--- config.mk ---
export PLATFORM = sky130hd
export DESIGN_NAME = fetch_unit
export DESIGN_NICKNAME = d
export VERILOG_FILES = /design/src/rtl/fetch_unit.sv
export SDC_FILE = /design/constraint.sdc
export NUM_CORES = 1
export LEC_CHECK = 0
export CAP_MARGIN = 20
export CORE_ASPECT_RATIO = 0.8
export CORE_MARGIN = 5
export CORE_UTILIZATION = 50
export CTS_BUF_LIST = sky130_fd_sc_hd__clkbuf_2 sky130_fd_sc_hd__clkbuf_4 sky130_fd_sc_hd__clkbuf_8
export DETAILED_ROUTE_END_ITERATION = 8
export GPL_ROUTABILITY_DRIVEN = 0
export PLACE_DENSITY = 0.89
export SKIP_LAST_GASP = 1
export SLEW_MARGIN = 20
export SYNTH_ARGS = -nofsm -noshare
export SYNTH_HDL_FRONTEND = slang
export SYNTH_SLANG_ARGS = --single-unit
--- constraint.sdc ---
create_clock -name clk -period 3.68 [get_ports clk]
set_clock_uncertainty 0.15 [all_clocks]
set_input_delay 1.104 -clock clk [delete_from_list [all_inputs] [get_ports clk]]
set_output_delay 1.104 -clock clk [all_outputs]
set_load 0.02 [all_outputs]
--- src/rtl/fetch_unit.sv ---
// Instruction fetch stage: owns the PC, issues one imem request at a time and drives the IF/ID register.
// Optional delivered-instruction counter is enabled by defining FETCH_PERF_CNT_EN.
module fetch_unit #(
  parameter logic [15:0] RESET_PC = 16'h0000,
  parameter logic [15:0] PC_INC   = 16'd2,
  parameter logic [3:0]  HALT_OP  = 4'hF
) (
  input  logic        clk,
  input  logic        rst,
  input  logic        stall,
  input  logic        flush,
  input  logic [15:0] branch_target,
  output logic        imem_req_valid,
  output logic [15:0] imem_req_addr,
  input  logic        imem_req_ready,
  input  logic        imem_rsp_valid,
  input  logic [15:0] imem_rsp_data,
  output logic        ifid_valid,
  output logic [15:0] ifid_instr,
  output logic [15:0] ifid_pc_plus2,
  output logic [3:0]  ifid_src1,
  output logic [3:0]  ifid_src2,
  output logic [15:0] pc_out,
  output logic        halted,
  output logic [15:0] perf_fetch_cnt
);

  typedef enum logic [1:0] {
    S_REQ,
    S_WAIT,
    S_HOLD,
    S_HALT
  } state_t;

  state_t      state, state_nxt;
  logic [15:0] pc, pc_nxt;
  logic        drop, drop_nxt;
  logic [15:0] buf_data, buf_nxt;
  logic        load;
  logic [15:0] load_data;

  always_ff @(posedge clk) begin
    if (rst) begin
      state    <= S_REQ;
      pc       <= RESET_PC;
      drop     <= 1'b0;
      buf_data <= '0;
    end else begin
      state    <= state_nxt;
      pc       <= pc_nxt;
      drop     <= drop_nxt;
      buf_data <= buf_nxt;
    end
  end

  // Flush wins over everything; drop marks a request already in flight whose answer must be thrown away.
  always_comb begin
    state_nxt = state;
    pc_nxt    = pc;
    drop_nxt  = drop;
    buf_nxt   = buf_data;
    load      = 1'b0;
    load_data = (state == S_HOLD) ? buf_data : imem_rsp_data;
    if (flush) begin
      pc_nxt  = branch_target;
      buf_nxt = '0;
      if (state == S_WAIT && imem_rsp_valid) begin
        state_nxt = S_REQ;
        drop_nxt  = 1'b0;
      end else if (state == S_WAIT || (state == S_REQ && imem_req_ready)) begin
        state_nxt = S_WAIT;
        drop_nxt  = 1'b1;
      end else begin
        state_nxt = S_REQ;
        drop_nxt  = 1'b0;
      end
    end else begin
      case (state)
        S_REQ: begin
          if (imem_req_ready) state_nxt = S_WAIT;
        end
        S_WAIT: begin
          if (imem_rsp_valid) begin
            if (drop) begin
              drop_nxt  = 1'b0;
              state_nxt = S_REQ;
            end else if (!stall) begin
              load = 1'b1;
            end else begin
              buf_nxt   = imem_rsp_data;
              state_nxt = S_HOLD;
            end
          end
        end
        S_HOLD: begin
          if (!stall) load = 1'b1;
        end
        S_HALT: begin
          state_nxt = S_HALT;
        end
      endcase
      if (load) begin
        pc_nxt    = pc + PC_INC;
        state_nxt = (load_data[15:12] == HALT_OP) ? S_HALT : S_REQ;
      end
    end
  end

  // IF/ID register: holds under stall, bubbles when decode is free but nothing new arrived.
  always_ff @(posedge clk) begin
    if (rst) begin
      ifid_valid    <= 1'b0;
      ifid_instr    <= '0;
      ifid_pc_plus2 <= '0;
    end else if (flush) begin
      ifid_valid <= 1'b0;
    end else if (load) begin
      ifid_valid    <= 1'b1;
      ifid_instr    <= load_data;
      ifid_pc_plus2 <= pc + PC_INC;
    end else if (!stall) begin
      ifid_valid <= 1'b0;
    end
  end

  assign imem_req_valid = (state == S_REQ);
  assign imem_req_addr  = pc;
  assign pc_out         = pc;
  assign halted         = (state == S_HALT);
  assign ifid_src1      = ifid_instr[7:4];
  assign ifid_src2      = ifid_instr[3:0];

`ifdef FETCH_PERF_CNT_EN
  logic [15:0] perf_cnt;

  always_ff @(posedge clk) begin
    if (rst) begin
      perf_cnt <= '0;
    end else if (load && perf_cnt != 16'hFFFF) begin
      perf_cnt <= perf_cnt + 16'd1;
    end
  end

  assign perf_fetch_cnt = perf_cnt;
`else
  assign perf_fetch_cnt = 16'h0000;
`endif

endmodule

==> summary.txt, run 1 <==
Clock network
  – Cts bufs inserted: 9
  – TritonCTS clock tree: yes
  – Clk sinks: 68
  – CTS max path bufs: 2
  – Post-CTS Resized: 0
  – Clk Latency, worst-skew pair: 0.34 ns
  – Worst-path clk slew: 0.07 ns
  – Postcts setup bufs: 0
  – H-Tree Depth: 3
  – Clk root buf: clkbuf_8
  – CTS Hold Bufs: 0

Synth
  – Synth top area share: 38.7%
  – Multiplexer share of the synthesized area: 5.73%
  – Largest cells by area after synthesis: dfxtp_1 (39%), buf_4 (8.8%), a211oi_1 (7.3%)
  – Compound-Gate Fraction of Synth Area: 18.2%
  – Ys Warns: 0
  – Post-synthesis xor/xnor area fraction: 3.74%
  – Synth Area in Adders: 2.14%
  – Synth Area in Simple Gates: 17.3%
  – Mapped Cells: 414
  – Largest family of logic cells by synthesized area: compound AO/OA/AOI/OAI gates
  – Top FF cell, synth: dfxtp_1
  – Mapped cell area: 3520 um^2
  – Distinct cells, synth: 48
  – Cell taking the most area after synthesis: dfxtp_1
  – Post-synth ARST share: 0%
  – Post-synth EDFFs: 0
  – Avg Inst Size Synth: 8.49 um^2
  – Yosys reg bits: 68
  – Seq/Total Area, Yosys: 38.7%

Placed design
  – Post-DP HPWL: 6.77 mm
  – Number of I/O port buffers: 112
  – DP Worst Slack: 0.513 ns

Floorplanning
  – Die width: 104 um
  – DIE AREA: 8820 um^2
  – Core area: 6860 um^2
  – # rows: 27
  – Chip Height: 85 um
  – Starting Density: 51.3%
  – # IOs: 129

STA
  – Tcrit/Tclk final: 80.3%
  – Final min period: 2.96 ns
  – Fin. Hold Viols: 0
  – Slew Limit Fails: 0
  – WHS: 0.307 ns
  – Fmax: 338 MHz
  – Slew Limit Headroom: 51.7%
  – RSZ-0062 raised after global routing: no
  – TNS Setup: 0 ns
  – Final Setup Violations: 0
  – Final WS setup: 0.724 ns
  – Worst Tran Pin Value: 0.724 ns

Setup path
  – Critical path capture point type: output port
  – Crit path DAT: 1.70 ns
  – CP max FO: 4
  – Setup CP Type: register to output port
  – CP Launch Type: register
  – Crit path required time: 2.43 ns

Detailed routing
  – DR WL/cell: 15.7 um
  – DR iter-0 viols: 147
  – Detail Route Antenna Nets: 0
  – Drt first pass iters: 4
  – Post-Route WL: 9.08 mm
  – Vias per Instance: 5.40
  – # DRC: 0
  – Via count: 3124

Global routing
  – Initial antenna violation count: 0
  – Grt total ovfl: 0
  – Vias in the first global route: 3031
  – Largest net degree at the start of global routing: 61
  – First-pass GRT wire length: 14.7 mm
  – Total global-route track usage: 19.9%

Cells and area
  – Layout cells sized above 1: 5.70%
  – Final core occ: 67.0%
  – Ant diodes: 0
  – Final Net Count: 530
  – Area grow syn2layout: 30.7%
  – Fillers: 544

Power and ir drop
  – Leakage: 0.00149 uW
  – Reg power frac: 46.4%
  – PD cells: 369 nW/um^2
  – Internal: 1240 uW
  – Pwr Total: 1700 uW
  – Logic pwr share: 16.7%
  – Worst IR Drop VDD: 0.240 mV
  – Clock power frac: 36.9%
  – Net Sw Frac: 26.7%
  – P_sw: 454 uW

Flow run
  – Maxcap violations: 0

Status
  – Status: finished, final reports clean

Min path
  – Worst hold path type: register to register
[cell usage in the layout, fill, tap and decap left out, types with 2 or more instances in the layout]
cell type          n
clkdlybuf4s50_1  111
dfxtp_1           68
nand2_1           46
nor2_1            42
a211oi_1          34
a21oi_1           23
mux2i_1           19
conb_1            16
clkbuf_8          11
o21ai_0           10
inv_1              9
a311oi_1           9
xnor2_1            9
nand4_1            7
nand3_1            7
or3_1              6
xor2_1             6
ha_1               6
and4_1             5
buf_4              4
nor3_1             3
a31oi_1            3
nor2b_1            2
nand2b_1           2
and2_1             2
o21a_1             2
nor4_1             2
a2111oi_0          2
clkinv_2           2
[cell type report]
type,instances,area [um^2],area share (%)
multi-input cells,280,1720,37.3
well taps,87,109,2.37
clock inverters,4,47.5,1.03
repair buffers,117,1170,25.4
clock buffers,12,159,3.46
inverters,10,37.5,0.817
flip-flops and latches,68,1360,29.6
[flip-flops by register name, indices dropped and copies added (netlist names)]
signal / cells
imem_req_addr: 16
ifid_pc_plus2: 16
ifid_valid: 1
state: 2
drop: 1
ifid_instr: 16
buf_data: 16
[cells by family after synthesis]
family	Yosys count
AO/OA/AOI/OAI	93
XOR/XNOR	15
multiplexers	20
other	1
adder cells (fa/ha/maj)	6
AND/OR/NAND/NOR	130
flip-flops	68
buffers and inverters	81
[critical path: stages, from the launching register on]
cell and delay (ns):
dfxtp_1 0.36, inv_1 0.13, ha_1 0.25, clkdlybuf4s50_1 0.63
[through the flow]
stage / instances / cell area, um^2
finish: 578 / 4600
global route: 578 / 4600
CTS: 578 / 4600
detailed placement: 562 / 4390
global placement: 562 / 4390
floorplan: 429 / 3570
[per-layer routing]
layer / GRT usage [%] / up-vias / share of wire (%)
li1: - / 1546 / -
met1: 23.9 / 1448 / 41
met2: 33.3 / 116 / 50
met3: 6.39 / 14 / 7.1
met4: 7.53 / 0 / 1.7
met5: 0 / - / 0
[synth_stat cells, drive strengths merged (5+ instances only)]
cell     n
nand2   46
clkbuf  16
and4     5
xnor2    9
nand4    7
xor2     6
a21oi   23
o21ai   11
buf     55
nor2    42
inv      9
a311oi   9
dfxtp   68
or3      6
ha       6
nand3    7
a211oi  34
mux2i   19
[path summary, 6_finish.rpt]
check	start	endpoint	slack, ns	cells past startpoint
worst max-delay path	state[0]$_SDFFE_PP0P_	imem_req_valid	0.72	3
worst min-delay path	buf_data[10]$_SDFFE_PP0P_	buf_data[10]$_SDFFE_PP0P_	0.31	2
worst max register to register	state[1]$_SDFFE_PP0P_	imem_req_addr[10]$_SDFFE_PP0P_	1.25	6
worst min register to register	buf_data[10]$_SDFFE_PP0P_	buf_data[10]$_SDFFE_PP0P_	0.31	2
[power groups by stage]
stage / clock (uW) / combinational (uW) / sequential (uW)
2_1_floorplan: 0 / 176 / 813
3_3_place_gp: 0 / 275 / 802
3_5_place_dp: 0 / 282 / 804
4_1_cts: 634 / 283 / 787
5_1_grt: 669 / 304 / 792
6_report: 626 / 284 / 788
Note: power is estimated with default switching activity, not from simulation.
==> inputs of run 2 (changes only) <==
--- a/config.mk
+++ b/config.mk
@@ -8,11 +8,11 @@
 export CAP_MARGIN = 20
 export CORE_ASPECT_RATIO = 0.8
 export CORE_MARGIN = 5
-export CORE_UTILIZATION = 50
+export CORE_UTILIZATION = 42
 export CTS_BUF_LIST = sky130_fd_sc_hd__clkbuf_2 sky130_fd_sc_hd__clkbuf_4 sky130_fd_sc_hd__clkbuf_8
 export DETAILED_ROUTE_END_ITERATION = 8
 export GPL_ROUTABILITY_DRIVEN = 0
-export PLACE_DENSITY = 0.89
+export PLACE_DENSITY = 0.79
 export SKIP_LAST_GASP = 1
 export SLEW_MARGIN = 20
 export SYNTH_ARGS = -nofsm -noshare
==> constraint.sdc (replaced) <==
create_clock -name clk -period 2.64 [get_ports clk]
set_clock_uncertainty 0.15 [all_clocks]
set_input_delay 0.792 -clock clk [delete_from_list [all_inputs] [get_ports clk]]
set_output_delay 0.792 -clock clk [all_outputs]
set_load 0.02 [all_outputs]
==> summary.txt, run 2 (synthesis gave the netlist of run 1 again) <==
Cells and area
  – Final core occ: 59.3%
  – Most frequent cells in the layout: clkdlybuf4s50_1 (110), dfxtp_1 (68), nand2_1 (46)
  – Layout cells sized above 1: 8.32%
  – Fin cells: 613
  – Commonest non-fill, non-tap cell in the layout: clkdlybuf4s50_1
  – Area grow syn2layout: 35.9%
  – Ant diodes: 0
  – Final Net Count: 544

Placed design
  – Post-DP HPWL: 7.08 mm
  – Number of I/O port buffers: 112
  – DP Cell Count: 597

Setup path
  – Crit-path cells: ha_1, clkdlybuf4s50_1
  – Critical path capture point type: output port
  – Internal reg-to-reg setup slack: 0.21 ns
  – CP max stage delay: 0.62 ns
  – Crit path DAT: 1.62 ns
  – CP Launch Type: register
  – CP max FO: 4
  – CP max-delay cell: clkdlybuf4s50_1
  – Crit path required time: 1.70 ns
  – Setup CP Type: register to output port
  – Buffer and inverter count on the worst path: 1
  – CP top delay family: buffers and inverters

Detailed routing
  – Via count: 3156
  – # DRC: 0
  – Drt first pass iters: 4
  – DR iter-0 viols: 156
  – Vias per Instance: 5.15
  – Detail Route Antenna Nets: 0
  – Post-Route WL: 9.19 mm
  – DR WL/cell: 15.0 um

Flow run
  – Maxcap violations: 0

Floorplanning
  – # IOs: 129
  – Core area: 8060 um^2
  – Starting Density: 43.6%
  – # rows: 29
  – Die width: 112 um
  – Chip Height: 91.8 um
  – DIE AREA: 10300 um^2

Clock network
  – Cts bufs inserted: 9
  – H-Tree Depth: 3
  – Postcts setup bufs: 0
  – Clk Latency, worst-skew pair: 0.34 ns
  – Clk sinks: 68
  – Post-CTS Resized: 1
  – CTS max path bufs: 2
  – Clk root buf: clkbuf_8
  – Worst-path clk slew: 0.07 ns
  – TritonCTS clock tree: yes
  – CTS Hold Bufs: 0

Global routing
  – Global-route met2 utilization: 30.5%
  – Met3 Use GR: 4.61%
  – Largest net degree at the start of global routing: 40
  – Total global-route track usage: 17.4%
  – Vias in the first global route: 3078
  – Initial antenna violation count: 0
  – First-pass GRT wire length: 14.8 mm
  – Grt met1 use: 20.7%
  – Grt total ovfl: 0
  – GRT Max-Usage Layer: met2

STA
  – Final min period: 2.56 ns
  – Slew Limit Fails: 0
  – Tcrit/Tclk final: 97.0%
  – Worst Tran Pin Value: 0.683 ns
  – Slew Limit Headroom: 54.5%
  – Final Setup Violations: 0
  – Fmax: 390 MHz
  – RSZ-0062 raised after global routing: no
  – Fin. Hold Viols: 0

Power and ir drop
  – Worst IR Drop VDD: 0.378 mV
  – PD cells: 522 nW/um^2
  – Leakage: 0.00157 uW

Min path
  – Worst hold path type: register to register

Status
  – Status: finished, final reports clean
run 2: changes by cell type in the layout (fill, tap and decap cells not counted), sizes merged:
| cell | before | now |
|---|---|---|
| buf | 6 | 20 |
| bufinv | 1 | 2 |
| clkbuf | 12 | 11 |
| clkdlybuf4s50 | 111 | 110 |
| clkinv | 3 | 2 |
| clkinvlp | 1 | 2 |
| dlygate4sd2 | 0 | 1 |
run 2: layer usage:
| layer | wire length [um] | up-vias |
|---|---|---|
| li1 | - | 1575 |
| met1 | 3890 | 1460 |
| met2 | 4580 | 107 |
| met3 | 567 | 14 |
| met4 | 159 | 0 |
| met5 | 0 | - |
run 2: final timing paths:
path | start | to | cells past startpoint
hold / removal | buf_data[1]$_SDFFE_PP0P_ | buf_data[1]$_SDFFE_PP0P_ | 2
hold reg to reg | buf_data[1]$_SDFFE_PP0P_ | buf_data[1]$_SDFFE_PP0P_ | 2
setup / recovery | state[0]$_SDFFE_PP0P_ | halted | 2
setup reg to reg | state[1]$_SDFFE_PP0P_ | imem_req_addr[3]$_SDFFE_PP0P_ | 7
run 2: cell type report:
class | count | area [um^2]
clock inverter | 5 | 83.8
tap | 108 | 135
timing repair buffer | 131 | 1290
fill | 758 | 3280
inverter | 10 | 37.5
sequential | 68 | 1360
clock buffer | 11 | 151
multi-input combinational | 280 | 1720
run 2: tightest hold or removal path: stages (launching register included):
cell     delay, ns
dfxtp_1       0.31
nand2_1       0.05
a21oi_1       0.05
run 2: power breakdown:
part	internal [uW]	switching (uW)	leakage, uW
Combinational	197	217	0.000907
Clock	585	399	0.000112
Sequential	1050	40.2	0.000552
run 2: stage by stage:
stage	power, uW	cell area (um^2)	hold WS [ns]	setup WS [ns]	setup TNS, ns
global route	2590	4780	0.329	0.0400	0
CTS	2510	4780	0.307	0.0813	0
finish	2490	4780	0.304	0.0782	0
detailed placement	1530	4550	0.298	-0.171	-1.73
floorplan	1380	3570	0.286	0.564	0
global placement	1520	4550	0.291	-0.0665	-0.320
